$ cat src/rtl/mul_pkg.sv
// rtl/mul_pkg.sv - shared types and sizing helpers for the sequential multiplier
package mul_pkg;

    typedef enum logic [1:0] {
        MUL_IDLE = 2'd0,
        MUL_BUSY = 2'd1,
        MUL_DONE = 2'd2
    } mul_state_e;

    // Counter must be able to represent every value from 0 to WORD_WIDTH.
    function automatic int unsigned cnt_width(input int unsigned word_width);
        return $clog2(word_width + 1);
    endfunction

endpackage

$ cat src/rtl/claa.sv
// rtl/claa.sv - carry-lookahead adder, WORD_WIDTH bits with carry in and carry out
module claa #(
    parameter int WORD_WIDTH = 8
) (
    input  logic [WORD_WIDTH-1:0] a_i,
    input  logic [WORD_WIDTH-1:0] b_i,
    input  logic                  c_i,
    output logic [WORD_WIDTH-1:0] s_o,
    output logic                  c_o
);

    logic [WORD_WIDTH-1:0] gen;
    logic [WORD_WIDTH-1:0] prop;
    logic [WORD_WIDTH:0]   carry;
    logic                  prop_run;

    assign gen  = a_i & b_i;
    assign prop = a_i ^ b_i;

    // Each carry is a flat sum of generate terms gated by the run of propagates above them.
    always_comb begin
        carry    = '0;
        prop_run = 1'b0;
        carry[0] = c_i;
        for (int i = 0; i < WORD_WIDTH; i++) begin
            carry[i+1] = gen[i];
            prop_run   = prop[i];
            for (int j = i - 1; j >= 0; j--) begin
                carry[i+1] = carry[i+1] | (prop_run & gen[j]);
                prop_run   = prop_run & prop[j];
            end
            carry[i+1] = carry[i+1] | (prop_run & c_i);
        end
    end

    assign s_o = prop ^ carry[WORD_WIDTH-1:0];
    assign c_o = carry[WORD_WIDTH];

endmodule

$ cat src/rtl/seq_multiplier.sv
// rtl/seq_multiplier.sv - multi-cycle unsigned shift-and-add multiplier with valid/ready
module seq_multiplier
    import mul_pkg::*;
#(
    parameter int WORD_WIDTH = 8
) (
    input  logic                    clk_i,
    input  logic                    rst_ni,
    input  logic                    valid_i,
    output logic                    ready_o,
    input  logic [WORD_WIDTH-1:0]   a_i,
    input  logic [WORD_WIDTH-1:0]   b_i,
    output logic                    valid_o,
    input  logic                    ready_i,
    output logic [2*WORD_WIDTH-1:0] p_o,
    output logic                    busy_o
);

    localparam int CW = int'(cnt_width(WORD_WIDTH));
    localparam logic [CW-1:0] LAST_CNT = CW'(WORD_WIDTH - 1);

    mul_state_e state;
    mul_state_e state_next;

    logic [WORD_WIDTH-1:0]   mcand;
    logic [2*WORD_WIDTH-1:0] prod;
    logic [CW-1:0]           cnt;

    logic [WORD_WIDTH-1:0]   addend;
    logic [WORD_WIDTH-1:0]   sum;
    logic                    sum_carry;
    logic [2*WORD_WIDTH-1:0] prod_step;
    logic                    accept;

    // Upper half accumulates; the multiplier bits drain out of the lower half as it shifts.
    assign addend = prod[0] ? mcand : '0;

    claa #(
        .WORD_WIDTH(WORD_WIDTH)
    ) u_claa (
        .a_i (prod[2*WORD_WIDTH-1:WORD_WIDTH]),
        .b_i (addend),
        .c_i (1'b0),
        .s_o (sum),
        .c_o (sum_carry)
    );

    assign prod_step = {sum_carry, sum, prod[WORD_WIDTH-1:1]};
    assign accept    = valid_i && (state == MUL_IDLE);

    always_ff @(posedge clk_i or negedge rst_ni) begin
        if (!rst_ni) begin
            state <= MUL_IDLE;
        end else begin
            state <= state_next;
        end
    end

    always_comb begin
        state_next = state;
        ready_o    = 1'b0;
        busy_o     = 1'b0;
        valid_o    = 1'b0;
        case (state)
            MUL_IDLE: begin
                ready_o = 1'b1;
                if (valid_i) begin
                    state_next = MUL_BUSY;
                end
            end
            MUL_BUSY: begin
                busy_o = 1'b1;
                if (cnt == LAST_CNT) begin
                    state_next = MUL_DONE;
                end
            end
            MUL_DONE: begin
                valid_o = 1'b1;
                if (ready_i) begin
                    state_next = MUL_IDLE;
                end
            end
            default: begin
                state_next = MUL_IDLE;
            end
        endcase
    end

    always_ff @(posedge clk_i or negedge rst_ni) begin
        if (!rst_ni) begin
            mcand <= '0;
            prod  <= '0;
            cnt   <= '0;
        end else if (accept) begin
            mcand <= a_i;
            prod  <= {{WORD_WIDTH{1'b0}}, b_i};
            cnt   <= '0;
        end else if (state == MUL_BUSY) begin
            prod <= prod_step;
            cnt  <= cnt + CW'(1);
        end
    end

    assign p_o = prod;

endmodule

$ cat config.mk
export PLATFORM = sky130hd
export DESIGN_NAME = seq_multiplier
export DESIGN_NICKNAME = d
export VERILOG_FILES = /design/src/rtl/mul_pkg.sv /design/src/rtl/claa.sv /design/src/rtl/seq_multiplier.sv
export SDC_FILE = /design/constraint.sdc
export NUM_CORES = 1
export LEC_CHECK = 0
export CAP_MARGIN = 20
export CORE_ASPECT_RATIO = 1.1
export CORE_MARGIN = 4
export CORE_UTILIZATION = 51
export CTS_BUF_LIST = sky130_fd_sc_hd__clkbuf_2 sky130_fd_sc_hd__clkbuf_4 sky130_fd_sc_hd__clkbuf_8
export DETAILED_ROUTE_END_ITERATION = 8
export GPL_TIMING_DRIVEN = 0
export MAX_ROUTING_LAYER = met4
export PLACE_DENSITY = 0.82
export SYNTH_ARGS = -nofsm -noshare
export SYNTH_HDL_FRONTEND = slang
export SYNTH_HIERARCHICAL = 1
export SYNTH_SLANG_ARGS = --single-unit
$ cat constraint.sdc
create_clock -name clk_i -period 2 [get_ports clk_i]
set_input_delay 0.4 -clock clk_i [delete_from_list [all_inputs] [get_ports clk_i]]
set_output_delay 0.4 -clock clk_i [all_outputs]
set_load 0.005 [all_outputs]
==> reports/results.env, run 1 <==
MAX-SLEW-MARGIN-REL_PCT=52.7
ROUTE.DETAILED.DRC=0
DP.FINAL_HPWL_UM=2890
HIGHEST-SIGNAL-LAYER='met4'
GLOBALPLACE.CONGESTION=0.828
MAXCAPVIOLCOUNT=0
SETUP-VIOLATIONS-FINAL=0
ANTENNA_VIOLATIONS_BEFORE_REPAIR=0
GRT_FIRST_PASS_WIRELENGTH_UM=6500
FINAL.SETUP_SKEW_NS=0.00834
HTREE_NUM_LEVELS=2
YOSYS_WARNINGS=6
SYNTH_CELL_TYPE_COUNT=39
CLK_TRANSITION_REPORTED_PATHS_NS=0.09
SETUP.WORST_PATH.START_CLASS='flop'
WORSTSETUPENDPOINTTYPE='flop'
DIE_W_UM=62.0
SYNTHESIS.AREA_UM2=1640
ASYNC_RESET_FF_SHARE_PCT=100
STDCELL_COUNT=247
DIODES=0
PIN_COUNT_OF_THE_BIGGEST_NET_ENTERING_GLOBAL_ROUTING=19
ROUTED_WL_UM=3990
CRITICAL_PATH_CLASS='reg -> reg'
LEADING_REGISTER_CELL_TYPE_OUT_OF_SYNTHESIS='dfrtp_1'
FIN_CRIT_SH_PCT=97.4
DRT.ANTENNA.VIOLATING_NETS=0
FINAL_COMMON_CELL='clkdlybuf4s50_1'
WORSTMARGINPINSLEW_NS=0.707
CRITPATHARRIVALTIME_NS=2.17
FIRST_GLOBAL_VIAS=1477
CP_MAX_FO=6
SYNTH_EDF_COUNT=0
DRT_PASS1_ITERATIONS=4
TRITONCTS.NUM_BUFFERS=5
SYN-INSTANCE-COUNT=163
SYNTH_AREA_PER_CELL_UM2=10.0
WORST_HOLD_PATH_TYPE='in -> async'
SYNTH.YOSYS.SEQ_AREA_SHARE_PCT=45.8
POSTCTSHOLDBUFS=0
TIMING.RR.START='p_o[0]'
POST-ROUTE-UTIL_PCT=74.4
CLOCK_PATH_BUFFERS=2
ROUTE.DETAILED.VIAS_PER_INST=5.66
YS_FF_LATCH=30
FINAL_NETS=244
CORE_AREA_UM2=3070
OVERFLOW=0
STATIC-LEAKAGE-POWER_nW=1.03
FINAL_HOLD_VIOL_COUNT=0
FLOORPLAN.DIE.HEIGHT_UM=67.4
R2R_SLACK_NS=0.05
POWER_DENSITY_nW_PER_UM2=1510
WORST_SKEW_PAIR.LATE_LATENCY_NS=0.33
CLOCK_SINK_COUNT=30
MET3WIRELENGTH_UM=237
PIN_COUNT=39
WL_MET2_UM=1970
FINAL_CRITICAL_PERIOD_NS=1.95
RUN_STATUS='finished, final reports clean'
POWER.TOTAL_mW=3.46
FMAX_MHz=513
CLK_ROOT_BUFFER_CELL='clkbuf_4'
AREA_GROWTH_SYN_TO_LAYOUT_PCT=39.6
WORSTREGTOREGCELLS=8
CP_DATA_REQUIRED_TIME_NS=2.22
MAX-VDD-IR-DROP_V=0.000944
SHARE_OF_CELLS_ABOVE_DRIVE_STRENGTH_1_PCT=19.7
TIMING_MAX_TRANSITION_VIOLATIONS_FINAL=0
TRITONCTS='built'
ROW_COUNT=21
WIRE_PER_INST_UM=16.1
PORT_BUFFER_COUNT=38
DESTINATION_OF_THE_WORST_REGISTER_TO_REGISTER_TIMING_PATH='p_o[15]'
TOTAL_VIA_COUNT_IN_THE_ROUTED_DESIGN=1397
GRT.TOTAL_USAGE_PCT=21.9
START_UTIL_PCT=53.3
MOST-COMMON-LAYOUT-CELLS='clkdlybuf4s50_1 (37), nand2_1 (35), dfrtp_1 (28), o21ai_0 (10), a22oi_1 (8)'
SETUP_TNS_NS=0
RSZ0062_AT_GRT='no'
FINAL.HOLD.WORST_SLACK_NS=0.486
PLACED_CELLS=237
DIE-AREA_UM2=4180
DR.FIRST_ITER.DRC_COUNT=43
MET1_LENGTH_UM=1680
## worst max path at each step
stage	end	depth (start not counted)	from	slack, ns
after floorplan	p_o[15]	8	p_o[0]	0.08
after global placement	p_o[15]	8	p_o[0]	-0.11
after detailed placement	p_o[15]	8	p_o[0]	-0.18
after CTS	p_o[15]	8	p_o[0]	0.008
after global routing	valid_o	3	state[1]	0.005
final	p_o[15]	8	p_o[0]	0.05
## routing by layer
metal / up-vias / GRT usage (%)
li1: 657 / -
met1: 675 / 25.2
met2: 51 / 34.2
met3: 14 / 6.50
met4: 0 / 10.6
met5: - / -
## sequential cells by signal, summed over array words and instances, names as in the netlist
register,count
cnt,4
state,2
mcand,8
p_o,16
## cell type report
type,count,area (um2)
Buffer,5,40.0
Clock buffer,7,52.6
Fill cell,231,788
Inverter,7,26.3
Multi-Input combinational cell,122,938
Sequential cell,30,753
Tap cell,34,42.5
Timing Repair Buffer,42,433
## cells in the mapped netlist, types with 2 or more instances
| library cell | number | area, um2 |
|---|---|---|
| xnor2_1 | 4 | 35.0 |
| nand3_1 | 2 | 10.0 |
| a21o_1 | 4 | 30.0 |
| o21ai_0 | 10 | 50.1 |
| a21oi_1 | 2 | 10.0 |
| a22oi_1 | 8 | 60.1 |
| nor2_1 | 5 | 18.8 |
| mux2_1 | 2 | 22.5 |
| nand2b_1 | 2 | 12.5 |
| ha_1 | 10 | 125 |
| inv_1 | 7 | 26.3 |
| buf_2 | 3 | 15.0 |
| dfrtp_1 | 30 | 751 |
| and2_1 | 8 | 50.1 |
| xor2_1 | 2 | 17.5 |
| nand2_1 | 36 | 135 |
| mux2_2 | 6 | 67.6 |
## repair_timing
item	4_1_cts	5_1_grt
setup buffers	3	0
pin swaps	2	2
gates resized for setup	12	7
setup endpoints to repair	4	4
## kinds of logic after synthesis
kind of cell / share of synthesized area, %
and+or+nand+nor: 17.9
DFF: 45.8
buffers and inverters: 3.67
adders and majority gates: 8.86
xor gates and xnor gates: 3.21
other: 0.229
muxes: 6.11
AOI/OAI and AO/OA: 14.2
## where the power goes
group | internal (mW) | total (mW) | switching, mW
sequential | 0.897 | 1.15 | 0.250
clock | 0.159 | 0.359 | 0.199
combinational | 1.06 | 1.95 | 0.888
total | 2.12 | 3.46 | 1.34
## worst max-delay path, stage by stage, from the launching register on
cell and delay (ns):
dfrtp_2 0.45, buf_6 0.15, and2_1 0.16, ha_4 0.24
a21o_1 0.15, a221o_1 0.38, a21o_1 0.19, nand2_1 0.05
o21ai_0 0.07
## per-stage QoR
step / worst slack [ns] / instance area (um2)
5_1_grt: 0.00512 / 2290
3_5_place_dp: -0.178 / 2090
6_report: 0.0523 / 2290
3_3_place_gp: -0.109 / 2060
2_1_floorplan: 0.0782 / 1640
4_1_cts: 0.00831 / 2240
(Power assumes the default switching activity.)
==> run 2, diff against run 1 <==
--- a/config.mk
+++ b/config.mk
@@ -9,7 +9,7 @@
 export CORE_ASPECT_RATIO = 1.1
 export CORE_MARGIN = 4
 export CORE_UTILIZATION = 51
-export CTS_BUF_LIST = sky130_fd_sc_hd__clkbuf_2 sky130_fd_sc_hd__clkbuf_4 sky130_fd_sc_hd__clkbuf_8
+export CTS_BUF_LIST = sky130_fd_sc_hd__clkbuf_4 sky130_fd_sc_hd__clkbuf_8
 export DETAILED_ROUTE_END_ITERATION = 8
 export GPL_TIMING_DRIVEN = 0
 export MAX_ROUTING_LAYER = met4
==> results of run 2 <==
The final DEF is identical to that of run 1; final timing and power are the same.
==> patch: new RTL, settings of run 1 <==
The 3 states of `mul_state_e` get a one-hot encoding in 3 bits.
--- a/src/rtl/mul_pkg.sv
+++ b/src/rtl/mul_pkg.sv
@@ -1,10 +1,10 @@
 // rtl/mul_pkg.sv - shared types and sizing helpers for the sequential multiplier
 package mul_pkg;
 
-    typedef enum logic [1:0] {
-        MUL_IDLE = 2'd0,
-        MUL_BUSY = 2'd1,
-        MUL_DONE = 2'd2
+    typedef enum logic [2:0] {
+        MUL_IDLE = 3'b001,
+        MUL_BUSY = 3'b010,
+        MUL_DONE = 3'b100
     } mul_state_e;
 
     // Counter must be able to represent every value from 0 to WORD_WIDTH.
Check against the original RTL: same outputs for any inputs over 4 cycles, from zero or initial values and one cycle with rst_ni low; so few cycles prove little.
==> patch against run 1 <==
The flow now finishes with violations (negative setup slack); cell area grew 6.3%; synthesized cell count up 19%; total power shrank 4.2%; wire length increased by 15%; die area up 4.1%; non-clock buffer count grew 9; via count grew 12%; critical path depth rose by 1; synthesized area is 4.7% higher; cell count rose by 15%; core utilization increased by 3.4 points; sequential cell count up 1; first-iteration DRC count grew 79%; worst setup slack lost 0.12 ns; critical endpoint is now p_o[13].
==> patch: results (changes against run 1) <==
| Stage | Item | This run | vs run 1 |
| --- | --- | --- | --- |
| run status | Result of the run | finished, violations left |  |
| run status | Violated checks | negative setup slack |  |
| clock network | Buffers inserted by post-CTS timing repair | 6 | +3 |
| sta | Final critical-path setup slack | -0.06835 ns | -0.1206 ns |
| final layout | Share of final layout cell area taken by clock buffers and inverters | 0.02987 | +0.006878 |
| pwr | Leak pwr | 1.130 nW | +10% |
| placement | DP Area | 2136 um^2 | +2.1% |
| sta | Final clock skew | 0.01038 ns | +0.002040 ns |
| worst setup path | Data arrival time of the worst path | 2.35 ns | +0.18 ns |
| final layout | Layout non-clock buf frac | 0.2080 | +0.001136 |
| placement | Pre-CTS setup slack | -0.1168 ns | +0.06078 ns |
| yosys | Largest cells by area after synthesis | sky130_fd_sc_hd__dfrtp_1, sky130_fd_sc_hd__nand2_1, sky130_fd_sc_hd__ha_1 |  |
| routing | Met2 wire len | 2364 um | +20% |
| yosys | Compound-cell area share of the yosys netlist | 0.1255 | -0.01655 |
| yosys | Synth Register Bits | 31 | +3.3% |
| worst setup path | End point of the critical path | p_o[13] |  |
| grt | Total global-route track usage | 0.2260 | +0.007172 |
| final layout | Buffers outside the clock class | 56 | +19% |
| final layout | Multi-input gate area in the final layout | 1002 um^2 | +6.8% |
| grt | Met1 Track Usage GR | 0.2443 | -0.007761 |
| sta | Final Hold Slack | 0.07901 ns | -0.4067 ns |
| yosys | Post-Synth Adder-Cell Area | 0.08467 | -0.003946 |
| final layout | Multi-Input Combinational | 148 | +21% |
| grt | First-pass GRT wire length | 7314 um | +13% |
| final layout | Fraction of area in registers | 0.3203 | -0.009214 |
| yosys | Xor and xnor area share after synthesis | 0.03577 | +0.003681 |
| yosys | Seq/Total Area, Yosys | 0.4533 | -0.005080 |
| yosys | Number of unique standard cell types used by synthesis | 38 | -2.6% |
| placement | HPWL Detailed | 2738 um | -5.4% |
| grt | Via count of the first global-routing pass | 1,587 | +7.4% |
| final layout | Filler instances | 210 | -9.1% |
| grt | Maximum number of pins on one net before global-route repair | 32 | +13 |
| final layout | Share of cells above drive strength 1 | 0.2080 | +0.01082 |
| routing | Total length of routed met3 wires | 263 um | +11% |
| worst setup path | Longest individual stage delay on the worst path | 0.48 ns | +0.03 ns |
| yosys | Proportion of synthesized area in mux cells | 0.005839 | -0.05528 |
| sta | Finish-stage setup viols | 1 | +1 |
[patch: changes by cell type in the layout (fill, tap and decap cells not counted), sizes merged, moves of 3 or more]
cell / delta
a21oi: +22
nand2: +18
buf: +10
mux2: -8
o21ai: -8
a22oi: -6
nor2: +6
clkdlybuf4s50: -3
[patch: power by group through the flow]
stage                     clock network [W]  registers, W  logic [W]
after floorplan                           0       0.00106   0.000845
after global placement                    0       0.00109    0.00136
after detailed placement                  0       0.00110    0.00139
after CTS                          0.000444       0.00109    0.00158
after global routing               0.000472       0.00116    0.00193
final                              0.000444       0.00112    0.00175
[patch: kinds of logic (layout without fill, tap and decap cells)]
group | Yosys count | count (layout)
muxes | 1 | 1
and+or+nand+nor | 91 | 91
other | 1 | 2
adders and majority gates | 11 | 11
DFF | 31 | 31
buffers and inverters | 16 | 71
xor gates and xnor gates | 7 | 7
AOI/OAI and AO/OA | 36 | 36
